`src/rtl/cop_req_issue.sv`:
```
// Turns COP command-FIFO fetch entries into a train of fixed-size DDR read bursts,
// tagged with the requester position/source, under an outstanding-burst credit limit.
module cop_req_issue #(
    parameter int unsigned BURSTS_PER_REQ  = 16,
    parameter int unsigned BURST_BEATS     = 64,
    parameter int unsigned ADDR_STEP       = 64,
    parameter int unsigned MAX_OUTSTANDING = 4
) (
    input  logic        clk,
    input  logic        rst_n,
    output logic        fifo_rd_en,
    input  logic [44:0] fifo_dout,
    input  logic        fifo_valid,
    input  logic        fifo_empty,
    output logic        cmd_valid,
    input  logic        cmd_ready,
    output logic [29:0] cmd_addr,
    output logic [7:0]  cmd_len,
    output logic [7:0]  cmd_pos_1st,
    output logic [2:0]  cmd_pos_2nd,
    output logic [1:0]  cmd_src_type,
    output logic        cmd_last,
    input  logic        burst_done,
    output logic        busy,
    output logic        err_wr
);

    localparam logic [1:0] StIdle    = 2'd0;
    localparam logic [1:0] StPop     = 2'd1;
    localparam logic [1:0] StCapture = 2'd2;
    localparam logic [1:0] StIssue   = 2'd3;

    localparam logic [7:0]  LastK  = 8'(BURSTS_PER_REQ - 1);
    localparam logic [7:0]  LenVal = 8'(BURST_BEATS - 1);
    localparam logic [29:0] Step   = 30'(ADDR_STEP);
    localparam logic [3:0]  MaxOut = 4'(MAX_OUTSTANDING);

    logic [1:0]  state_q, state_d;
    logic [7:0]  k_q, k_d;
    logic [3:0]  out_q, out_d;
    logic [29:0] addr_q, addr_d;
    logic [7:0]  pos1_q, pos1_d;
    logic [2:0]  pos2_q, pos2_d;
    logic [1:0]  src_q, src_d;
    logic        valid_q, valid_d;
    logic        last_q, last_d;
    logic        rd_q, rd_d;
    logic        err_q, err_d;
    logic        busy_q, busy_d;
    logic [7:0]  len_q;
    logic        hs;
    logic        dec;

    assign hs  = valid_q & cmd_ready;
    // A completion with nothing outstanding is ignored.
    assign dec = burst_done & (out_q != 4'd0);

    always_comb begin
        out_d = out_q;
        if (hs && !dec) begin
            out_d = out_q + 4'd1;
        end else if (!hs && dec) begin
            out_d = out_q - 4'd1;
        end
    end

    always_comb begin
        state_d = state_q;
        k_d     = k_q;
        addr_d  = addr_q;
        pos1_d  = pos1_q;
        pos2_d  = pos2_q;
        src_d   = src_q;
        valid_d = valid_q;
        last_d  = last_q;
        rd_d    = 1'b0;
        err_d   = 1'b0;
        unique case (state_q)
            StIdle: begin
                if (!fifo_empty) begin
                    rd_d    = 1'b1;
                    state_d = StPop;
                end
            end
            StPop: state_d = StCapture;
            StCapture: begin
                if (fifo_valid) begin
                    if (!fifo_dout[0]) begin
                        state_d = StIdle;
                    end else if (fifo_dout[1]) begin
                        err_d   = 1'b1;
                        state_d = StIdle;
                    end else begin
                        addr_d  = fifo_dout[44:15];
                        pos1_d  = fifo_dout[9:2];
                        pos2_d  = fifo_dout[12:10];
                        src_d   = fifo_dout[14:13];
                        k_d     = 8'd0;
                        last_d  = (LastK == 8'd0);
                        state_d = StIssue;
                    end
                end
            end
            StIssue: begin
                if (hs) begin
                    // Drop valid for one cycle while the next address registers.
                    valid_d = 1'b0;
                    k_d     = k_q + 8'd1;
                    addr_d  = addr_q + Step;
                    last_d  = ((k_q + 8'd1) == LastK);
                    if (last_q) begin
                        last_d  = 1'b0;
                        state_d = StIdle;
                    end
                end else if (!valid_q) begin
                    valid_d = (out_d < MaxOut);
                end
            end
            default: state_d = StIdle;
        endcase
        busy_d = (state_d != StIdle) | (out_d != 4'd0) | rd_d;
    end

    always_ff @(posedge clk or negedge rst_n) begin
        if (!rst_n) begin
            state_q <= StIdle;
            k_q     <= 8'd0;
            out_q   <= 4'd0;
            addr_q  <= 30'd0;
            pos1_q  <= 8'd0;
            pos2_q  <= 3'd0;
            src_q   <= 2'd0;
            valid_q <= 1'b0;
            last_q  <= 1'b0;
            rd_q    <= 1'b0;
            err_q   <= 1'b0;
            busy_q  <= 1'b0;
            len_q   <= 8'd0;
        end else begin
            state_q <= state_d;
            k_q     <= k_d;
            out_q   <= out_d;
            addr_q  <= addr_d;
            pos1_q  <= pos1_d;
            pos2_q  <= pos2_d;
            src_q   <= src_d;
            valid_q <= valid_d;
            last_q  <= last_d;
            rd_q    <= rd_d;
            err_q   <= err_d;
            busy_q  <= busy_d;
            len_q   <= LenVal;
        end
    end

    assign fifo_rd_en   = rd_q;
    assign cmd_valid    = valid_q;
    assign cmd_addr     = addr_q;
    assign cmd_len      = len_q;
    assign cmd_pos_1st  = pos1_q;
    assign cmd_pos_2nd  = pos2_q;
    assign cmd_src_type = src_q;
    assign cmd_last     = last_q;
    assign busy         = busy_q;
    assign err_wr       = err_q;

endmodule
```
`config.mk`:
```
export PLATFORM = sky130hd
export DESIGN_NAME = cop_req_issue
export DESIGN_NICKNAME = d
export VERILOG_FILES = /design/src/rtl/cop_req_issue.sv
export SDC_FILE = /design/constraint.sdc
export NUM_CORES = 1
export LEC_CHECK = 0
export BUFFER_PORTS_ARGS = -buffer_cell sky130_fd_sc_hd__clkbuf_2
export CORE_ASPECT_RATIO = 1.2
export CORE_MARGIN = 4
export CORE_UTILIZATION = 29
export DETAILED_ROUTE_END_ITERATION = 10
export GPL_ROUTABILITY_DRIVEN = 0
export HOLD_SLACK_MARGIN = 0.12
export SYNTH_ARGS = -nofsm -noshare
export SYNTH_HDL_FRONTEND = slang
export SYNTH_SLANG_ARGS = --single-unit
```
`constraint.sdc`:
```
create_clock -name clk -period 2.6 [get_ports clk]
set_clock_uncertainty 0.2 [all_clocks]
set_input_delay 0.26 -clock clk [delete_from_list [all_inputs] [get_ports clk]]
set_output_delay 0.26 -clock clk [all_outputs]
set_load 0.01 [all_outputs]
```
# == Yosys cells after proc, flatten, opt, wreduce, memory -nomap -nowiden ==
# Index checks and enable logic that the tools add are counted.
# totals
regBits,63
inputBits,51
output_inout_bits,56
wordCells,75
# op_classes
n_addsub,4
order_cmp,1
n_eq_ne,8
n_mux,33
n_bitwise,5
reduce_logical,11
# op_table
op,count
two-way mux 30 bit,4
one-hot mux 30 bit (2 select lines),1
two-way mux 8 bit,4
"adder 30 x 7 -> 30 bit, second input constant",1
one-hot mux 8 bit (2 select lines),1
two-way mux 1 bit,13
two-way mux 2 bit,6
"adder 8 x 1 -> 8 bit, second input constant",1
"== test 8 x 4 -> 1 bit, second input constant",1
two-way mux 4 bit,2
"inequality test 2 bit, second input constant",4
one-hot mux 2 bit (4 select lines),1
nonzero test 4 bit,2
AND reduction 5 bit,1
"adder 4 x 1 -> 4 bit, second input constant",1
"== test 2 bit, second input constant",2
"less-than comparator 4 x 3 -> 1 bit, second input constant",1
AND reduction 4 bit,1
nonzero test 2 bit,2
"subtractor 4 x 1 -> 4 bit, second input constant",1
bitwise AND 1 bit,2
"== test 2 x 1 -> 1 bit, second input constant",1
logical AND 1 bit,2
zero test 1 bit,2
4 further kinds,5

# == Logic depth before layout (Yosys ltp) ==
# Gate-level depths: netlist of run 1.
# logic_depth
depth_word,8
mapped_depth,7

# == Worst setup path after synthesis of run 1 ==
# Ideal clock, no wire load.
# synth_timing
path_type,reg-to-reg
start,register out_q[0]
end,"register busy_q, in the netlist busy"
setup_time_ns,0.139
t_arrival_ns,1.988
required_time_ns,2.261
slack_ns,0.274
stages_incl_launch_ff,8
path_buffers,0
synth_period_minus_slack_ns,2.326
path_cell_list,dfrtp_1 -> inv_1 -> ha_1 -> or3b_4 -> a21oi_1 -> o2bb2ai_1 -> xor2_1 -> or4_1
# synth_between
elab_chain_len,8
# synth_lines
element,line,rtl
from (decl),40,"logic [3:0] out_q, out_d;"
from (signal assigned),142,out_q <= out_d;
"parallel branches: the longest is 4 deep, another holds subtractor 4 x 1 -> 4 bit",n/a,
two-way mux 4 bit *,60,if (hs && !dec) begin
net out_d[3],40,
nonzero test 4 bit *,121,busy_d = (state_d != StIdle) | (out_d != 4'd0) | rd_d;
OR 1 bit * (2 in series),121,
net busy_d,49,"logic busy_q, busy_d;"
to (signal assigned),151,busy_q <= busy_d;
to (decl),49,
# Mark *: on every way through the listed nets, which the timed path passes.
# A chain may end at the register's enable or synchronous reset.

# == Final worst setup path of run 1 ==
# Ends and elaborated chain as after synthesis.

==> results of run 1 <==
worst max-delay path: cells and delay by family (launching register included):
kind            cells  cell delay (ps)
compound gates      2              340
simple gates        2              940
fa+ha+maj           1              180
flops               1              400
buf+inv             1              100
xor+xnor            1              120
cells by family (layout without fill, tap and decap cells):
logic type               after synthesis  after routing  share of synthesized area
multiplexers                           2              2                    0.00605
XOR/XNOR                               7              7                     0.0185
buffers and inverters                 29            180                     0.0431
AO/OA/AOI/OAI                        100            100                      0.185
flip-flops                            63             63                      0.476
AND/OR/NAND/NOR                      174            174                      0.250
adder cells (fa/ha/maj)                5              5                     0.0189
other                                  2              4                    0.00227
per-layer routing:
layer | track usage | up-vias | routed length [um]
met1 | 0.182 | 1588 | 4040
met3 | 0.0268 | 26 | 468
met2 | 0.258 | 85 | 5010
met5 | 0 | - | 0
met4 | 0.0960 | 0 | 418
li1 | - | 1636 | -
Yosys cell counts (2+ instances only):
library cell	n	area, um2
or3_1	5	31.3
nand3_1	18	90.1
o31ai_1	4	30.0
nand2b_1	5	31.3
clkbuf_1	16	60.1
xor2_1	3	26.3
nand4_1	7	43.8
a21oi_1	28	140
conb_1	2	7.51
o21ai_0	28	140
inv_1	5	18.8
and3_1	8	50.1
nor4_4	2	42.5
buf_4	7	52.6
mux2i_1	2	20.0
and2_1	3	18.8
nor3_1	3	15.0
a21o_1	6	45.0
a31oi_1	7	43.8
o22a_1	5	43.8
dfrtp_1	63	1580
xnor2_1	4	35.0
nand2_1	89	334
nor2_1	25	93.8
ha_1	5	62.6
a211oi_1	2	15.0
o22ai_1	6	37.5
o211ai_1	2	15.0
a32oi_1	3	26.3
registers in the layout (all words and copies together), names as in the netlist:
| signal | cells |
|---|---|
| cmd_addr | 30 |
| cmd_pos_1st | 8 |
| k_q | 8 |
| out_q | 4 |
| cmd_pos_2nd | 3 |
| cmd_src_type | 2 |
| state_q | 2 |
| busy | 1 |
| cmd_last | 1 |
| cmd_len | 1 |
| cmd_valid | 1 |
| err_wr | 1 |
| fifo_rd_en | 1 |
per-stage QoR:
stage	setup WS [ps]	utilization	total power, W	instances	area [um2]
final	204	0.427	0.00490	689	4730
after global routing	57.3	0.427	0.00529	689	4730
after CTS	143	0.426	0.00496	688	4720
after detailed placement	146	0.359	0.00369	627	3980
after global placement	210	0.359	0.00363	627	3980
after floorplan	274	-	0.00291	383	3310
final timing paths:
kind                                 start         endpoint  cells after the start
setup reg to reg                  out_q[0]             busy                      7
max in group asynchronous            rst_n   cmd_pos_1st[1]                      3
setup / recovery                  out_q[0]             busy                      7
hold / removal               fifo_dout[23]      cmd_addr[8]                      4
min in group asynchronous            rst_n      cmd_addr[7]                      3
hold reg to reg            cmd_src_type[0]  cmd_src_type[0]                      2
area by class of cell:
type                    count  area [um2]  area share
clock buffers              13         250      0.0529
inverters                   5        18.8     0.00397
well taps                 154         193      0.0407
repair buffers            159        1050       0.221
multi-input cells         291        1600       0.339
clock inverters             3        42.5     0.00899
flip-flops and latches     63        1580       0.333
diodes                      1        2.50    0.000529
repair_timing:
action	in CTS	in global routing
resized for setup	0	1
hold endpoints to repair	106	0
hold buffers	45	0
endpoints found under the setup margin	0	1
power breakdown:
| group | total [W] | internal [W] | switching [W] | leakage, nW |
|---|---|---|---|---|
| clock | 0.00118 | 0.000767 | 0.000411 | 0.140 |
| combinational | 0.00192 | 0.000809 | 0.00111 | 1.36 |
| sequential | 0.00180 | 0.00139 | 0.000415 | 0.767 |
==> out/results.ini, run 1 <==
[setup_path]
critPathMaxFanout = 4
slowest_delay_ps = 520
cp_slowest_cell = or4_1
cp.required_ps = 2600
critPathLaunchType = flop
critPathCaptureType = flop
worstPathArrival_ps = 2400
cp_cell_sequence = inv_1 -> ha_1 -> or3b_4 -> a21oi_2 -> o2bb2ai_1 -> xor2_1 -> or4_1
reg2reg_slack_ps = 200
crit_type = reg -> reg

[grt]
grt_start_max_net_pins = 64
grt_first_pass_wirelength_um = 16400
grt-ovfl-total = 0
grt_pass1_vias = 3336
antenna_found_initial = 1
grt_use_total = 0.154

[clocking]
cts_root_buffer = clkbuf_16
htreeDepth = 3
tritoncts = yes
post_cts_buffers = 0
path_clk_slew_ps = 60
insertion_delay_ps = 330
ctsLongestPathBuffers = 2
cts_sinks = 63
cts_inserted_buffers = 9

[synth]
syn-instance-count = 382
ys_ff_latch = 63
seq_area_frac_synth = 0.476
syn_area_per_cell_um2 = 8.67
yosysWarnings = 0
netlist_area_um2 = 3310
async_flop_share = 1.00
synth_edf_count = 0
ys_types = 48
synth_ff_type = dfrtp_1

[routing]
dr.pass1.iters = 4
ant_nets = 0
vias = 3335
wl_per_cell_um = 14.4
route.detailed.drc = 0
drt_iter0_markers = 177
wl_um = 9930
viasPerCell = 4.84

[placement]
port_buffers = 104
dp_hpwl_um = 6870

[power]
cellPowerDensity_nw_per_um2 = 1040
irDropWorstVdd_uv = 390
leakagePower_nw = 2.27

[sta]
fin_crit_sh = 0.921
fmax_ghz = 0.417
rsz0062_at_grt = no
tns_ps = 0
drv_slew = 0
finalSetupViolations = 0
hold_violations = 0
worst_slew_pin_slew_ps = 839
min_period_ps = 2400
relSlewSlack = 0.441
holdWs_ps = 137

[cells_and_area]
layout_common_cells = clkbuf_2, nand2_1, dfrtp_1, dlygate4sd3_1, o21ai_0
layout_commonest_cell = clkbuf_2
area_growth_pct = 42.9
n_fill_cell = 1113
finalNetCount = 585
drive_gt1_frac = 0.253

[flow_run]
drv_cap = 0

[min_path]
min_path_type = in -> reg

[die]
initial_core_util = 0.299
die_width_um = 106
rows = 42
die-area_um2 = 13200
die_h_um = 125
io_pins = 107
core_area_um2 = 11100

[outcome]
status = finished clean

Power figures use the tool's default switching activity.
==> inputs of run 2 (changes only) <==
--- a/constraint.sdc
+++ b/constraint.sdc
@@ -4,2 +4,2 @@
 set_output_delay 0.26 -clock clk [all_outputs]
-set_load 0.01 [all_outputs]
+set_load 0.1 [all_outputs]
==> run 2 against run 1 <==
Against the previous run:
- flip-flop and latch count did not move
- register-to-register slack got worse by 90 ps
- critical path depth did not move
- critical path type unchanged
- critical endpoint unchanged
- largest cell class unchanged
==> out/results.ini, run 2 (synthesized netlist as in run 1, its figures left out) <==
[die]
io_pins = 107  ; unchanged
die_h_um = 125  ; unchanged
rows = 42  ; unchanged
die_width_um = 106  ; unchanged
initial_core_util = 0.299  ; unchanged
core_area_um2 = 11100  ; unchanged
die-area_um2 = 13200  ; unchanged

[routing]
wl_um = 10300  ; +3.3%
dr.pass1.iters = 4  ; unchanged
viasPerCell = 4.93  ; +1.8%
ant_nets = 0  ; unchanged
wl_per_cell_um = 14.8  ; +3.0%
drt_iter0_markers = 203  ; +15%
route.detailed.drc = 0  ; unchanged
vias = 3404  ; +2.1%

[grt]
grt-ovfl-total = 0  ; unchanged
grt_start_max_net_pins = 30  ; -53%
grt_use_total = 0.159  ; +0.00513
grt_first_pass_wirelength_um = 16900  ; +3.5%
grt_pass1_vias = 3470  ; +4.0%
antenna_found_initial = 0  ; -1

[cells_and_area]
area_growth_pct = 44.2
largest_reg_flops = 30  ; unchanged
finalNetCount = 588  ; +0.51%
layout_common_cells = clkbuf_2, nand2_1, dfrtp_1, dlygate4sd3_1, o21ai_0
antenna_cells = 0  ; -1
layout_commonest_cell = clkbuf_2
drive_gt1_frac = 0.277  ; +0.0247

[clocking]
insertion_delay_ps = 320  ; about the same
post_cts_buffers = 0  ; unchanged
cts_sinks = 63  ; unchanged
ctsLongestPathBuffers = 2  ; unchanged
cts_root_buffer = clkbuf_16
cts_inserted_buffers = 9  ; unchanged
htreeDepth = 3  ; unchanged
tritoncts = yes
path_clk_slew_ps = 50  ; about the same

[sta]
rsz0062_at_grt = no
drv_slew = 0  ; unchanged
tns_ps = 0  ; unchanged
min_period_ps = 2480  ; +86.7 ps
worst_slew_pin_slew_ps = 650  ; -189 ps
hold_violations = 0  ; unchanged
finalSetupViolations = 0  ; unchanged
fmax_ghz = 0.403  ; -3.5%
fin_crit_sh = 0.955  ; +0.0333
relSlewSlack = 0.566  ; +0.126

[min_path]
min_path_cells = 4  ; unchanged
min_from = fifo_dout[27]
min_path_type = in -> reg

[setup_path]
worstPathArrival_ps = 2480  ; +80 ps
cp.required_ps = 2590  ; about the same
critPathLaunchType = flop
critPathCaptureType = flop
timing.rr.start = out_q[0]
crit_start = out_q[0]
critPathMaxFanout = 4  ; unchanged
ff2ff_path_depth = 7  ; unchanged
crit_type = reg -> reg

[flow_run]
drv_cap = 0  ; unchanged

[placement]
port_buffers = 104  ; unchanged
dp_hpwl_um = 7150  ; +3.9%

[outcome]
status = finished clean

[run 2: final timing paths]
path                       slack [ps]              to
max                               120            busy
min                               130    cmd_addr[12]
max reg2reg                       120            busy
min reg2reg                       270  cmd_pos_1st[2]
max in group asynchronous        1060       cmd_valid
min in group asynchronous         300    cmd_addr[17]
[run 2: what timing repair did]
| action | in CTS | in global routing |
|---|---|---|
| hold buffers | 44 | 0 |
| endpoints found under the hold margin | 65 | 0 |
| endpoints found under the setup margin | 0 | 1 |
| resized for setup | 0 | 1 |
[run 2: area by class of cell]
class / count / area (um2)
Fill cell: 1080 / 6310
Multi-Input combinational cell: 291 / 1600
Sequential cell: 63 / 1590
Timing Repair Buffer: 162 / 1070
Clock buffer: 12 / 236
Tap cell: 154 / 193
Clock inverter: 4 / 70.1
Inverter: 5 / 18.8
[run 2: metal layers]
| metal | up-vias | GRT usage | wire (um) |
|---|---|---|---|
| li1 | 1645 | - | - |
| met1 | 1639 | 0.192 | 4250 |
| met2 | 99 | 0.267 | 5090 |
| met3 | 21 | 0.0345 | 625 |
| met4 | 0 | 0.0785 | 291 |
| met5 | - | 0 | 0 |
[run 2: critical path, stage by stage (launching register included)]
cell and delay, ps:
dfrtp_1 400, inv_1 110, ha_1 220, or3b_4 430
a21oi_2 200, o2bb2ai_1 150, xor2_1 110, or4_1 520
[run 2: through the flow]
stage	setup WS (ps)	util	hold slack, ps	std cells	instance area [um2]
global route	6.60	0.431	138	691	4770
CTS	77.8	0.430	122	691	4770
detailed placement	81.4	0.363	128	631	4020
finish	118	0.431	127	691	4770
global placement	212	0.363	118	631	4020
floorplan	32.5	-	-236	383	3330
Power of run 2 is not shown: default switching activity piles up to over one toggle a cycle in this logic, so the estimate is an artifact.
